<file path="src/rtl/fpu_bridge_pkg.sv">
// Shared types for the x87-style coprocessor bridge: bus-arbitration states
// and the command record carried through the command queue.
package fpu_bridge_pkg;

  // Address width of the command record; the bridge's ADDR_W is expected to match it.
  localparam int CMD_ADDR_W = 20;

  typedef enum logic [1:0] {
    B_CPU     = 2'd0,
    B_FPU     = 2'd1,
    B_BACKOFF = 2'd2
  } bus_state_e;

  typedef struct packed {
    logic [7:0]            opcode;
    logic [7:0]            modrm;
    logic [CMD_ADDR_W-1:0] addr;
  } fpu_cmd_t;

endpackage

</file>
<file path="src/rtl/fpu_cmd_fifo.sv">
// Power-of-two command FIFO with occupancy count; the caller guarantees
// push only when not full and pop only when not empty.
module fpu_cmd_fifo #(
  parameter int DEPTH = 4,
  parameter int WIDTH = 36
) (
  input  logic                   clk_i,
  input  logic                   rst_ni,
  input  logic                   push_i,
  input  logic                   pop_i,
  input  logic [WIDTH-1:0]       wdata_i,
  output logic [WIDTH-1:0]       rdata_o,
  output logic [$clog2(DEPTH):0] count_o
);

  localparam int PTR_W = $clog2(DEPTH);
  localparam int CNT_W = PTR_W + 1;

  logic [WIDTH-1:0] mem_q [DEPTH];
  logic [PTR_W-1:0] wr_ptr_q, rd_ptr_q;
  logic [CNT_W-1:0] count_q, count_d;

  always_comb begin
    count_d = count_q;
    case ({push_i, pop_i})
      2'b10:   count_d = count_q + CNT_W'(1);
      2'b01:   count_d = count_q - CNT_W'(1);
      default: ;
    endcase
  end

  always_ff @(posedge clk_i or negedge rst_ni) begin
    if (!rst_ni) begin
      wr_ptr_q <= '0;
      rd_ptr_q <= '0;
      count_q  <= '0;
    end else begin
      if (push_i) wr_ptr_q <= wr_ptr_q + PTR_W'(1);
      if (pop_i)  rd_ptr_q <= rd_ptr_q + PTR_W'(1);
      count_q <= count_d;
    end
  end

  // Storage carries no reset: emptiness is defined by the pointers and count.
  always_ff @(posedge clk_i) begin
    if (push_i) mem_q[wr_ptr_q] <= wdata_i;
  end

  assign rdata_o = mem_q[rd_ptr_q];
  assign count_o = count_q;

endmodule

</file>
<file path="src/rtl/fpu_coproc_bridge_q.sv">
// CPU-to-FPU bridge: queues ESC commands, dispatches them one pulse at a time,
// tracks sticky error/overflow, and arbitrates the memory bus for the FPU.
module fpu_coproc_bridge_q
  import fpu_bridge_pkg::*;
#(
  parameter int DEPTH          = 4,
  parameter int ADDR_W         = 20,
  parameter int BUS_HOLD_MAX   = 16,
  parameter int BACKOFF_CYCLES = 2
) (
  input  logic              clk,
  input  logic              reset_n,
  input  logic [7:0]        cpu_fpu_opcode,
  input  logic [7:0]        cpu_fpu_modrm,
  input  logic [ADDR_W-1:0] cpu_fpu_mem_addr,
  input  logic              cpu_fpu_cmd_valid,
  output logic              cpu_fpu_cmd_ready,
  output logic              cpu_fpu_busy,
  output logic              cpu_fpu_error,
  input  logic              cpu_fpu_err_clr,
  output logic              cpu_fpu_int,
  output logic              queue_overflow,
  input  logic              cpu_bus_idle,
  output logic              fpu_has_bus,
  output logic [7:0]        fpu_opcode,
  output logic [7:0]        fpu_modrm,
  output logic [ADDR_W-1:0] fpu_mem_addr,
  output logic              fpu_instruction_valid,
  input  logic              fpu_busy,
  input  logic              fpu_error,
  input  logic              fpu_int_request,
  input  logic              fpu_bus_request,
  output logic              fpu_bus_grant
);

  localparam int CNT_W  = $clog2(DEPTH) + 1;
  localparam int HOLD_W = $clog2(BUS_HOLD_MAX + 2);
  localparam int BACK_W = $clog2(BACKOFF_CYCLES + 1);

  fpu_cmd_t         cmd_in, cmd_out;
  logic [CNT_W-1:0] count;
  logic             push, pop;

  logic              valid_q;
  logic [7:0]        opcode_q, modrm_q;
  logic [ADDR_W-1:0] addr_q;
  logic              ovf_q, err_q, grant_q;

  bus_state_e        state_q, state_d;
  logic [HOLD_W-1:0] hold_q, hold_d;
  logic [BACK_W-1:0] backoff_q, backoff_d;

  assign cmd_in = '{opcode: cpu_fpu_opcode, modrm: cpu_fpu_modrm, addr: cpu_fpu_mem_addr};

  // A full queue refuses pushes even when a pop happens on the same edge.
  assign cpu_fpu_cmd_ready = (count < CNT_W'(DEPTH));
  assign push = cpu_fpu_cmd_valid & cpu_fpu_cmd_ready;
  assign pop  = (count != '0) & ~fpu_busy & ~valid_q;

  fpu_cmd_fifo #(
    .DEPTH (DEPTH),
    .WIDTH (16 + ADDR_W)
  ) u_fifo (
    .clk_i   (clk),
    .rst_ni  (reset_n),
    .push_i  (push),
    .pop_i   (pop),
    .wdata_i (cmd_in),
    .rdata_o (cmd_out),
    .count_o (count)
  );

  always_ff @(posedge clk or negedge reset_n) begin
    if (!reset_n) begin
      valid_q  <= 1'b0;
      opcode_q <= '0;
      modrm_q  <= '0;
      addr_q   <= '0;
      ovf_q    <= 1'b0;
      err_q    <= 1'b0;
    end else begin
      valid_q <= pop;
      if (pop) begin
        opcode_q <= cmd_out.opcode;
        modrm_q  <= cmd_out.modrm;
        addr_q   <= cmd_out.addr;
      end
      ovf_q <= ovf_q | (cpu_fpu_cmd_valid & ~cpu_fpu_cmd_ready);
      err_q <= fpu_error | (err_q & ~cpu_fpu_err_clr);
    end
  end

  always_comb begin
    state_d   = state_q;
    hold_d    = hold_q;
    backoff_d = backoff_q;
    unique case (state_q)
      B_CPU: begin
        if (fpu_bus_request && cpu_bus_idle) begin
          state_d = B_FPU;
          hold_d  = '0;
        end
      end
      B_FPU: begin
        // Once granted, the CPU going non-idle does not pull the bus back.
        if (!fpu_bus_request) begin
          state_d = B_CPU;
        end else if (BUS_HOLD_MAX != 0 && hold_q == HOLD_W'(BUS_HOLD_MAX - 1)) begin
          state_d   = B_BACKOFF;
          backoff_d = '0;
        end else begin
          hold_d = hold_q + HOLD_W'(1);
        end
      end
      B_BACKOFF: begin
        if (backoff_q == BACK_W'(BACKOFF_CYCLES - 1)) state_d = B_CPU;
        else backoff_d = backoff_q + BACK_W'(1);
      end
      default: state_d = B_CPU;
    endcase
  end

  always_ff @(posedge clk or negedge reset_n) begin
    if (!reset_n) begin
      state_q   <= B_CPU;
      hold_q    <= '0;
      backoff_q <= '0;
      grant_q   <= 1'b0;
    end else begin
      state_q   <= state_d;
      hold_q    <= hold_d;
      backoff_q <= backoff_d;
      grant_q   <= (state_d == B_FPU);
    end
  end

  assign cpu_fpu_busy          = fpu_busy | (count != '0) | valid_q;
  assign cpu_fpu_error         = err_q;
  assign cpu_fpu_int           = fpu_int_request;
  assign queue_overflow        = ovf_q;
  assign fpu_instruction_valid = valid_q;
  assign fpu_opcode            = opcode_q;
  assign fpu_modrm             = modrm_q;
  assign fpu_mem_addr          = addr_q;
  assign fpu_bus_grant         = grant_q;
  assign fpu_has_bus           = grant_q;

endmodule
</file>
<file path="config.mk">
export PLATFORM = sky130hd
export DESIGN_NAME = fpu_coproc_bridge_q
export DESIGN_NICKNAME = d
export VERILOG_FILES = /design/src/rtl/fpu_bridge_pkg.sv /design/src/rtl/fpu_cmd_fifo.sv /design/src/rtl/fpu_coproc_bridge_q.sv
export SDC_FILE = /design/constraint.sdc
export NUM_CORES = 1
export LEC_CHECK = 0
export CORE_MARGIN = 2
export CORE_UTILIZATION = 60
export DETAILED_ROUTE_END_ITERATION = 7
export PLACE_DENSITY = 0.85
export SYNTH_ARGS = -nofsm -noshare
export SYNTH_HDL_FRONTEND = slang
export SYNTH_SLANG_ARGS = --single-unit
</file>
<file path="constraint.sdc">
create_clock -name clk -period 5.3 [get_ports clk]
set_input_delay 1.06 -clock clk [delete_from_list [all_inputs] [get_ports clk]]
set_output_delay 1.06 -clock clk [all_outputs]
set_load 0.01 [all_outputs]
</file>
==> summary.md <==
| Metric | Value |
|---|---|
| Antenna cells | 0 |
| Place WS | approximately 2000 ps |
| Sink Count | 200 |
| Setup violators final | 0 |
| Cts bufs inserted | 17 |
| Clock transition at path regs | approximately 70 ps |
| Area occupied by multi-input gates | around 1800 um2 |
| Crit Path Category | in2out |
| Internal power | 3.63 mW |
| Synthesized instance count | 371 |
| Final critical-path required period | 3330 ps |
| First-pass GRT wire length | 20.4 mm |
| Critical-path cell list | clkdlybuf4s50_1 -> nor2_1 -> nand2b_1 -> clkdlybuf4s50_1 |
| Initial DRC count | between 200 and 250 |
| Max Fclk | approximately 300 MHz |
| CP Data Required Time | 4240 ps |
| Worst setup EP type | primary output |
| RSZ-0062 raised after global routing | no |
| Num rows | between 40 and 50 |
| Die width | approximately 120 um |
| Worst hold stages | 1 |
| Part of the power in the clock network | 26.7% |
| Nets | a little over 500 |
| Port bufs | 86 |
| Post-synthesis sequential area ratio | approximately 75% |
| Sw frac | a little over a quarter |
| Fin. max-slew vios | 0 |
| CP delay by family, top | buffers and inverters |
| Actual slew at the worst max-slew pin | 989 ps |
| DR vias | between 3000 and 4000 |
| Synth-to-layout area growth | 20.9% |
| Worst Setup Start Kind | input pin |
| Max_cap viols | 0 |
| I/O pins | 89 |
| Number of global-route vias before repair | between 3000 and 4000 |
| Psw | between 1 and 1.5 mW |
| Clock Tree Buf Depth | 2 |
| Synth Area per Inst | approximately 20 um2 |
| Clock Latency Late Sink | 430 ps |
| Post-CTS Setup Inserts | 0 |
| Yosys Warn Count | 0 |
| Gr ovfl total | 0 |
| Yosys reg bits | 200 |
| GRT Total Usage | between 20% and 30% |
| Hold Buf Count CTS | 0 |
| Flop pwr share | roughly 46% |
| Core Box Area | ~13000 um2 |
| Post-synth net total | between 400 and 500 |
| Final period utilization | about 63% |
| Max IR drop VDD | around 0.38 mV |
| Initial core utilization | approximately 61% |
| Register area | roughly 5700 um2 |
| TritonRoute pass-1 iters | 4 |
| Root buf cell | clkbuf_16 |
| Clock Skew | 6.05 ps |
| Largest net degree at the start of global routing | between 50 and 60 |
| Layout fillers | 736 |
| Average vias per placed instance | ~5.6 |
| Setup TNS | 0 ps |
| Crit-path max cell delay | about 480 ps |
| Cells after DPL | between 600 and 700 |
| Slowest library cell on the worst path | clkdlybuf4s50_1 |
| PwrDens | roughly 530 nW/um2 |
| Avg WL per Cell | ~20 um |
| Post-cts sizing count | 0 |
| Htree depth | 4 |
| Final RePlAce weighted congestion | between 0.7 and 0.8 |
| Arrival time worst endpoint | roughly 2300 ps |
| Comb power frac | 27.5% |
| Post-route ant nets | 0 |
| Die Footprint | between 10000 and 15000 um2 |
| Fraction of layout cells with a size suffix above 1 | approximately a quarter |
| Drt drc | 0 |
| Hold_ws | roughly 470 ps |
| Relative slew slack | 34.1% |
| Die height | about 120 um |
| Post-Layout Cell Count | around 650 |
| Final hold violation count | 0 |
| Worst Reg-to-Reg Cells | 3 |
| WL final | about 13 mm |
| Crit path max fanout | 3 |
| Power, Total | between 4 and 5 mW |
| Worst min path class | reg2reg |
| Yosys cell types | 33 |
| Levels on crit path | 4 |
| Leak | around 3.3 nW |
| CTS tree | built |
| CP dominant cell by count | clkdlybuf4s50_1 |
| Mapped Area | approximately 7600 um2 |
| Post-route worst setup slack | a little under 2000 ps |
| DPL Wire Length | 7.64 mm |
| Initial antenna violation count | 0 |
| Crit path buf inv count | 2 |
| Outcome | complete, no violations |
==> cell usage in the layout, fill, tap and decap left out, drive strengths merged, types with 2 or more instances in the layout <==
cell type / n
clkinvlp: 2
clkinv: 6
nand3: 2
inv: 15
a21o: 2
o21ai: 5
edfxtp: 144
nand2b: 6
mux2: 38
and2: 6
nor2: 5
bufinv: 3
nor2b: 3
dfrtp: 56
clkbuf: 20
xor2: 2
nand2: 8
o22ai: 3
xnor2: 5
buf: 4
ha: 9
mux4: 36
clkdlybuf4s50: 85
==> cell type report <==
| cell class | instances | area share (%) |
|---|---|---|
| clock inverters | 12 | 1.60 |
| inverters | 14 | 0.568 |
| flip-flops and latches | 200 | 61.9 |
| repair buffers | 89 | 9.50 |
| well taps | 172 | 2.33 |
| clock buffers | 20 | 5.05 |
| multi-input cells | 141 | 19.0 |
==> cells by family after synthesis <==
| group | after synthesis | share of synthesized area (%) |
|---|---|---|
| DFF | 200 | 74.9 |
| AOI/OAI and AO/OA | 14 | 1.18 |
| xor gates and xnor gates | 7 | 0.802 |
| muxes | 75 | 16.7 |
| adders and majority gates | 10 | 1.73 |
| buffers and inverters | 30 | 2.23 |
| and+or+nand+nor | 35 | 2.45 |
==> cell usage after synthesis <==
cell type | count | area, um2
and3_1 | 1 | 6.26
o2bb2ai_1 | 1 | 8.76
nor2_1 | 5 | 18.8
edfxtp_1 | 144 | 4320
mux2_2 | 30 | 338
clkbuf_1 | 4 | 15.0
dfrtp_1 | 56 | 1400
nor4bb_1 | 1 | 10.0
inv_1 | 14 | 52.6
buf_4 | 2 | 15.0
buf_2 | 4 | 20.0
fa_1 | 1 | 20.0
or3_1 | 1 | 6.26
nor3b_1 | 1 | 7.51
nor2b_1 | 3 | 18.8
a21oi_1 | 1 | 5.00
nor3_1 | 1 | 5.00
mux2_4 | 8 | 120
a21o_1 | 2 | 15.0
and2_1 | 6 | 37.5
nand3_1 | 2 | 10.0
a2111oi_0 | 1 | 8.76
o21ai_0 | 5 | 25.0
buf_6 | 6 | 67.6
o41ai_1 | 1 | 8.76
mux2i_1 | 1 | 10.0
o22ai_1 | 3 | 18.8
ha_1 | 9 | 113
mux4_2 | 36 | 811
nand2b_1 | 6 | 37.5
nand2_1 | 8 | 30.0
xor2_1 | 2 | 17.5
xnor2_1 | 5 | 43.8
==> final timing paths <==
path                                     from                  to  slack [ps]
min in group asynchronous             reset_n     fpu_mem_addr[4]         800
setup / recovery                     fpu_busy        cpu_fpu_busy        1970
hold / removal                 queue_overflow      queue_overflow         470
max in group asynchronous             reset_n  u_fifo.rd_ptr_q[0]        3960
setup reg to reg           u_fifo.rd_ptr_q[0]       fpu_opcode[4]        3150
hold reg to reg                queue_overflow      queue_overflow         470
==> power groups by stage <==
| stage | Combinational, mW | Clock (mW) | Sequential [mW] |
|---|---|---|---|
| final | 1.36 | 1.32 | 2.27 |
| after global routing | 1.47 | 1.40 | 2.31 |
| after CTS | 1.39 | 1.34 | 2.27 |
| after detailed placement | 1.37 | 0 | 2.30 |
| after global placement | 1.33 | 0 | 2.27 |
| after floorplan | 0.880 | 0 | 2.25 |
==> flip-flops by register name, indices dropped and copies added, names as in the netlist, 3 cells and up <==
name	flops
fpu_mem_addr	20
u_fifo.mem_q	144
u_fifo.count_o	3
fpu_modrm	8
fpu_opcode	8
hold_q	5
==> per-layer routing <==
| layer | vias to the layer above | wire [um] | track usage, % |
|---|---|---|---|
| met5 | - | 0 | 0 |
| met4 | 0 | 198 | 6.98 |
| met3 | 17 | 733 | 6.39 |
| met2 | 104 | 6540 | 33.8 |
| met1 | 1874 | 5510 | 27.8 |
| li1 | 1613 | - | - |
==> metrics by stage <==
stage | util (%) | area [um2]
after global routing | 73.9 | 9250
final | 73.9 | 9250
after global placement | 69.0 | 8630
after CTS | 73.9 | 9250
after detailed placement | 69.0 | 8630
after floorplan | - | 7650
No activity file was read; power rests on OpenSTA's default activity.
